**src/rtl/demo_seq_pkg.sv**
```systemverilog
// rtl/demo_seq_pkg.sv - shared constants, scene entry type and scene table for the scene sequencer
// Scene table contents are fixed at build time; dur is counted in vsync frame ticks.
package demo_seq_pkg;

  localparam logic [1:0] ST_LD_COLOR  = 2'd0;
  localparam logic [1:0] ST_LD_SPRITE = 2'd1;
  localparam logic [1:0] ST_LD_BG     = 2'd2;
  localparam logic [1:0] ST_HOLD      = 2'd3;

  localparam logic [1:0] OP_COLOR  = 2'd0;
  localparam logic [1:0] OP_SPRITE = 2'd1;
  localparam logic [1:0] OP_BG     = 2'd2;
  localparam logic [1:0] OP_LOOP   = 2'd3;

  localparam int ROM_DUR_W = 8;

  typedef struct packed {
    logic [5:0]           color;
    logic [1:0]           sprite;
    logic [3:0]           bg;
    logic [ROM_DUR_W-1:0] dur;
  } scene_t;

  function automatic scene_t scene_rom(input logic [7:0] idx);
    scene_t s;
    case (idx)
      8'd0:    s = '{color: 6'h3F, sprite: 2'd0, bg: 4'd1,  dur: 8'd60};
      8'd1:    s = '{color: 6'h00, sprite: 2'd1, bg: 4'd3,  dur: 8'd120};
      8'd2:    s = '{color: 6'h0C, sprite: 2'd0, bg: 4'd10, dur: 8'd90};
      default: s = '{color: 6'h30, sprite: 2'd1, bg: 4'd0,  dur: 8'd30};
    endcase
    return s;
  endfunction

endpackage

```
**src/rtl/demo_frame_tick.sv**
```systemverilog
// rtl/demo_frame_tick.sv - vsync rising-edge detector and per-scene frame counter
// The tick is combinational from the live vsync so the counter and FSM act on the same edge.
module demo_frame_tick #(
  parameter int DUR_W = 8
) (
  input  logic             i_clk,
  input  logic             i_rst,
  input  logic             i_vsync,
  input  logic             i_clr,
  input  logic             i_inc,
  output logic             o_tick,
  output logic [DUR_W-1:0] o_frame_cnt
);

  logic             r_vsync_q;
  logic [DUR_W-1:0] r_frame_cnt;

  always_ff @(posedge i_clk or posedge i_rst) begin
    if (i_rst) begin
      r_vsync_q   <= 1'b0;
      r_frame_cnt <= '0;
    end else begin
      r_vsync_q <= i_vsync;
      if (i_clr) begin
        r_frame_cnt <= '0;
      end else if (i_inc) begin
        r_frame_cnt <= r_frame_cnt + DUR_W'(1);
      end
    end
  end

  assign o_tick      = i_vsync & ~r_vsync_q;
  assign o_frame_cnt = r_frame_cnt;

endmodule

```
**src/rtl/demo_scene_sequencer.sv**
```systemverilog
// rtl/demo_scene_sequencer.sv - scene table sequencer driving the vga_control byte
// Loads each scene in three writes, holds it for dur frames, and lets a host inject bytes while holding.
module demo_scene_sequencer
  import demo_seq_pkg::*;
#(
  parameter int NUM_SCENES = 8,
  parameter int SCENE_W    = 3,
  parameter int DUR_W      = 8
) (
  input  logic               i_clk,
  input  logic               i_rst,
  input  logic               i_vsync,
  input  logic               i_auto_en,
  input  logic               i_cmd_valid,
  input  logic [7:0]         i_cmd_data,
  output logic               o_cmd_ready,
  output logic [7:0]         o_vga_control,
  output logic [SCENE_W-1:0] o_scene_idx,
  output logic               o_loading
);

  logic [1:0]         r_state;
  logic [SCENE_W-1:0] r_scene_idx;
  logic [7:0]         r_vga_control;
  logic               r_pending_adv;

  logic               w_tick;
  logic [DUR_W-1:0]   w_frame_cnt;
  scene_t             w_entry;
  logic [DUR_W-1:0]   w_dur;
  logic [DUR_W-1:0]   w_dur_m1;
  logic               w_hold;
  logic               w_accept;
  logic               w_frame_evt;
  logic               w_expire;
  logic               w_advance;
  logic               w_inc;
  logic               w_clr;
  logic [SCENE_W-1:0] w_next_idx;

  assign w_entry  = scene_rom(8'(r_scene_idx));
  assign w_dur    = DUR_W'(w_entry.dur);
  // A zero duration behaves like one frame, so compare against 0 in that case.
  assign w_dur_m1 = (w_dur == '0) ? '0 : w_dur - DUR_W'(1);

  assign w_hold      = (r_state == ST_HOLD);
  assign w_accept    = w_hold & i_cmd_valid;
  assign w_frame_evt = w_hold & i_auto_en & w_tick & ~r_pending_adv;
  assign w_expire    = w_frame_evt & (w_frame_cnt == w_dur_m1);
  assign w_inc       = w_frame_evt & ~w_expire;
  // An expiry that collides with a host accept is parked in r_pending_adv and taken next free cycle.
  assign w_advance   = w_hold & ~w_accept & (r_pending_adv | w_expire);
  assign w_clr       = (r_state == ST_LD_BG);
  assign w_next_idx  = (r_scene_idx == SCENE_W'(NUM_SCENES - 1)) ? '0 : r_scene_idx + SCENE_W'(1);

  demo_frame_tick #(
    .DUR_W (DUR_W)
  ) u_frame_tick (
    .i_clk       (i_clk),
    .i_rst       (i_rst),
    .i_vsync     (i_vsync),
    .i_clr       (w_clr),
    .i_inc       (w_inc),
    .o_tick      (w_tick),
    .o_frame_cnt (w_frame_cnt)
  );

  always_ff @(posedge i_clk or posedge i_rst) begin
    if (i_rst) begin
      r_state       <= ST_LD_COLOR;
      r_scene_idx   <= '0;
      r_vga_control <= 8'h80;
      r_pending_adv <= 1'b0;
    end else begin
      case (r_state)
        ST_LD_COLOR: begin
          r_vga_control <= {OP_COLOR, w_entry.color};
          r_state       <= ST_LD_SPRITE;
        end
        ST_LD_SPRITE: begin
          r_vga_control <= {OP_SPRITE, 4'b0000, w_entry.sprite};
          r_state       <= ST_LD_BG;
        end
        ST_LD_BG: begin
          r_vga_control <= {OP_BG, 2'b00, w_entry.bg};
          r_state       <= ST_HOLD;
        end
        default: begin
          if (w_accept) begin
            r_vga_control <= i_cmd_data;
            if (w_expire) begin
              r_pending_adv <= 1'b1;
            end
          end else if (w_advance) begin
            r_scene_idx   <= w_next_idx;
            r_pending_adv <= 1'b0;
            r_state       <= ST_LD_COLOR;
          end
        end
      endcase
    end
  end

  assign o_cmd_ready   = w_hold;
  assign o_vga_control = r_vga_control;
  assign o_scene_idx   = r_scene_idx;
  assign o_loading     = ~w_hold;

endmodule

```
**config.mk**
```make
export PLATFORM = sky130hd
export DESIGN_NAME = demo_scene_sequencer
export DESIGN_NICKNAME = d
export VERILOG_FILES = /design/src/rtl/demo_seq_pkg.sv /design/src/rtl/demo_frame_tick.sv /design/src/rtl/demo_scene_sequencer.sv
export SDC_FILE = /design/constraint.sdc
export NUM_CORES = 1
export LEC_CHECK = 0
export CAP_MARGIN = 0
export CORE_MARGIN = 2
export CORE_UTILIZATION = 45
export DETAILED_ROUTE_END_ITERATION = 12
export HOLD_SLACK_MARGIN = 0.03
export PLACE_DENSITY = 0.73
export SETUP_SLACK_MARGIN = 0.02
export SYNTH_ARGS = -nofsm -noshare
export SYNTH_HDL_FRONTEND = slang
export SYNTH_SLANG_ARGS = --single-unit
```
**constraint.sdc**
```tcl
create_clock -name i_clk -period 2.3 [get_ports i_clk]
set_clock_uncertainty 0.1 [all_clocks]
set_input_delay 0.46 -clock i_clk [delete_from_list [all_inputs] [get_ports i_clk]]
set_output_delay 0.46 -clock i_clk [all_outputs]
set_load 0.02 [all_outputs]
```
==> metrics.yaml <==
worst_setup_path:
  end_kind: "register"
  path_delay_family: "compound AO/OA/AOI/OAI gates"
  worstSetupStartpointType: "register"
  reg2reg_slack_ps: -120
  timing.rr.start: "o_scene_idx[1]$_DFFE_PP0P_"
  critical-path-max-stage-delay_ps: 490
  crit_fanout: 12
  crit_path_start: "o_scene_idx[1]$_DFFE_PP0P_"
  cp.arrival_ps: 2570
  critical_path.cell_chain: "buf_4 -> ha_4 -> nor4bb_1 -> o21ai_1 -> o311a_1 -> o21ai_2 -> buf_12 -> or4_1 -> a21oi_1"
  crit_slowest_cell: "or4_1"
  worstSetupPathType: "register to register"
  required_ps: 2450
  worst-path-buf-inv: 2
logic_synthesis:
  synthesis.yosys.warnings: 0
  synth_edf_count: 0
  yosys.area.top_type: "dfrtp_1"
  postSynthAreaPerCell_um2: 9.32
  syn_inst: 157
  ys_seq_area_frac: 0.394
  synthesis.area_mm2: 0.00146
  synthMuxAreaShare: 0.0462
  synth_flop_cell: "dfrtp_1"
  synth_cell_types: 44
  synth_seq_cells: 23
  synth_xor_area_frac: 0.00599
  synth_top_family_by_area: "compound AO/OA/AOI/OAI gates"
  synth_top_area_frac: 0.376
  netlist_top_cells_area: "dfrtp_1, ha_1, o21ai_0"
  synth_most_common_cell: "dfrtp_1"
  synth_compound_area_frac: 0.227
  yosys-top-cells-count: "dfrtp_1, nand2_1, o21ai_0"
  synth_nets: 180
  synth-simple-area-share: 0.191
  async_flop_share: 1.00
  synthAdderAreaFrac: 0.0855
die:
  initial_utilization: 0.475
  rows: 20
  die_h_um: 61.0
  dieWidth_um: 61.0
  design.die.area_mm2: 0.00372
  io_pins: 26
  coreArea_mm2: 0.00308
cts:
  clockRootBuffer: "clkbuf_4"
  cts_buffers: 3
  clockBufferDepth: 2
  clkSinkCount: 23
  hold_buffers: 0
  clk_latency_ps: 320
  cts_max_level: 1
  cts.clk_slew.worst_paths_ps: 130
  cts_tree: "built"
timing:
  max_slew.worst_pin.slew_ps: 642
  period_minus_slack_ps: 2420
  final_max_slew_viol_count: 0
  max-slew-margin-rel: 0.572
  min_period_over_period: 1.05
  worst_slack_ps: -123
  setup_violations: 6
  rsz0062_at_grt: "true"
  finalHoldViolations: 0
  max_freq_mhz: 413
  fin_tns_setup_ps: -446
grt:
  grt_overflow: 0
  grt_pass1_wl_um: 5740
  grt_max_degree: 24
  first_global_vias: 1323
  grtUsageTotal: 0.207
  antenna_found_initial: 0
finish:
  final_area_mm2: 0.00203
  nNetsFinal: 227
  antenna_cells: 0
  layout-drive-gt1-share: 0.256
  syn2layout_area_growth_pct: 39.1
  layoutNonFillerInstCount: 247
  fin_util: 0.661
routing:
  routedWlPerCell_um: 14.0
  dr_wl_met2_um: 1780
  wl_met3_um: 109
  wirelength_um: 3460
  routedLengthMet1_um: 1540
  drt-pass1-iter-count: 4
  drtIter0Drc: 48
  drc: 0
  vias_per_cell: 5.30
  highest_layer: "met4"
  vias: 1310
  ant_nets: 0
pwr:
  p_sw_frac: 0.336
  combinationalPowerShare: 0.312
  p_int_w: 0.000712
  p_leak_nw: 0.890
  pwr-share-seq: 0.504
  p_sw_w: 0.000361
  ir_drop_mv: 0.380
  powerDensity_mw_per_mm2: 527
  p_clk_frac: 0.185
place:
  gp_congestion: 0.887
  dp_hpwl_um: 2600
  placed_cell_area_mm2: 0.00190
  port_buffers: 25
  post-place-ws_ps: -238
  dp.cells: 238
outcome:
  violations: "negative setup slack"
  status: "finished, violations left"
worst_hold_path:
  worstHoldPathType: "input pin to asynchronous set/reset pin"
job:
  maxCapViolations: 0
-- power by group through the flow --
stage          Clock, W  Sequential (W)  Combinational (W)
2_1_floorplan         0        0.000578           0.000152
3_3_place_gp          0        0.000544           0.000318
3_5_place_dp          0        0.000547           0.000328
4_1_cts        0.000204        0.000539           0.000330
5_1_grt        0.000214        0.000551           0.000369
6_report       0.000198        0.000540           0.000334
-- repair_timing --
action / CTS / global route
setup endpoints to repair: 14 / 13
buffers inserted: 3 / 2
gates resized for setup: 7 / 10
pin swaps: 9 / 3
-- worst reg2reg max path, stage by stage (launching register included) --
cell and delay, ps:
dfrtp_2 460, buf_4 150, ha_4 190, nor4bb_1 150, o21ai_1 150, o311a_1 250, o21ai_2 120, buf_12 160
or4_1 500, a21oi_1 140
-- layer usage --
metal	vias up	GRT usage
met3	4	0.0315
li1	662	-
met5	-	0
met1	615	0.267
met4	0	0.0590
met2	29	0.359
-- path summary, 6_finish.rpt --
| kind | endpoint | depth (start not counted) |
|---|---|---|
| max | u_frame_tick.o_frame_cnt[6]$_DFFE_PP0P_ | 9 |
| min | o_vga_control[1]$_DFFE_PP0P_ | 3 |
| max reg2reg | u_frame_tick.o_frame_cnt[6]$_DFFE_PP0P_ | 9 |
| min reg2reg | o_vga_control[7]$_DFFE_PP1P_ | 2 |
| max in group asynchronous | o_vga_control[7]$_DFFE_PP1P_ | 3 |
| min in group i_clk | o_vga_control[7]$_DFFE_PP1P_ | 2 |
-- flip-flops by register name (all words and copies together) (netlist names) --
signal,cells
o_scene_idx,3
o_vga_control,8
r_pending_adv,1
r_state,2
u_frame_tick.o_frame_cnt,8
u_frame_tick.r_vsync_q,1
-- placed cells by master, fill, tap and decap left out, drive strengths merged, types with 3 or more instances in the layout --
| master | instances |
|---|---|
| or3 | 3 |
| o21ai | 18 |
| nor3 | 3 |
| buf | 24 |
| clkdlybuf4s50 | 23 |
| or4 | 3 |
| nor2b | 4 |
| o31ai | 3 |
| dfrtp | 22 |
| ha | 10 |
| clkbuf | 4 |
| nand2 | 17 |
| nor2 | 15 |
| mux2 | 3 |
| a21oi | 13 |
| inv | 8 |
| mux2i | 3 |
-- cell families after synthesis --
family / Yosys count
XOR/XNOR: 1
multiplexers: 6
adder cells (fa/ha/maj): 10
flip-flops: 23
buffers and inverters: 15
AND/OR/NAND/NOR: 55
AO/OA/AOI/OAI: 47
-- final cells by class --
cell class              count  area [um2]
fillers                   266        1040
inverters                   8        32.5
multi-input cells         119         893
clock buffers               4        26.3
flip-flops and latches     23         579
repair buffers             49         448
well taps                  44        55.1
-- stage by stage --
| step | hold slack (ps) | power (W) |
|---|---|---|
| 2_1_floorplan | 361 | 0.000729 |
| 3_3_place_gp | 363 | 0.000862 |
| 3_5_place_dp | 373 | 0.000875 |
| 4_1_cts | 368 | 0.00107 |
| 5_1_grt | 419 | 0.00113 |
| 6_report | 357 | 0.00107 |
Note: power is estimated with default switching activity, not from simulation.
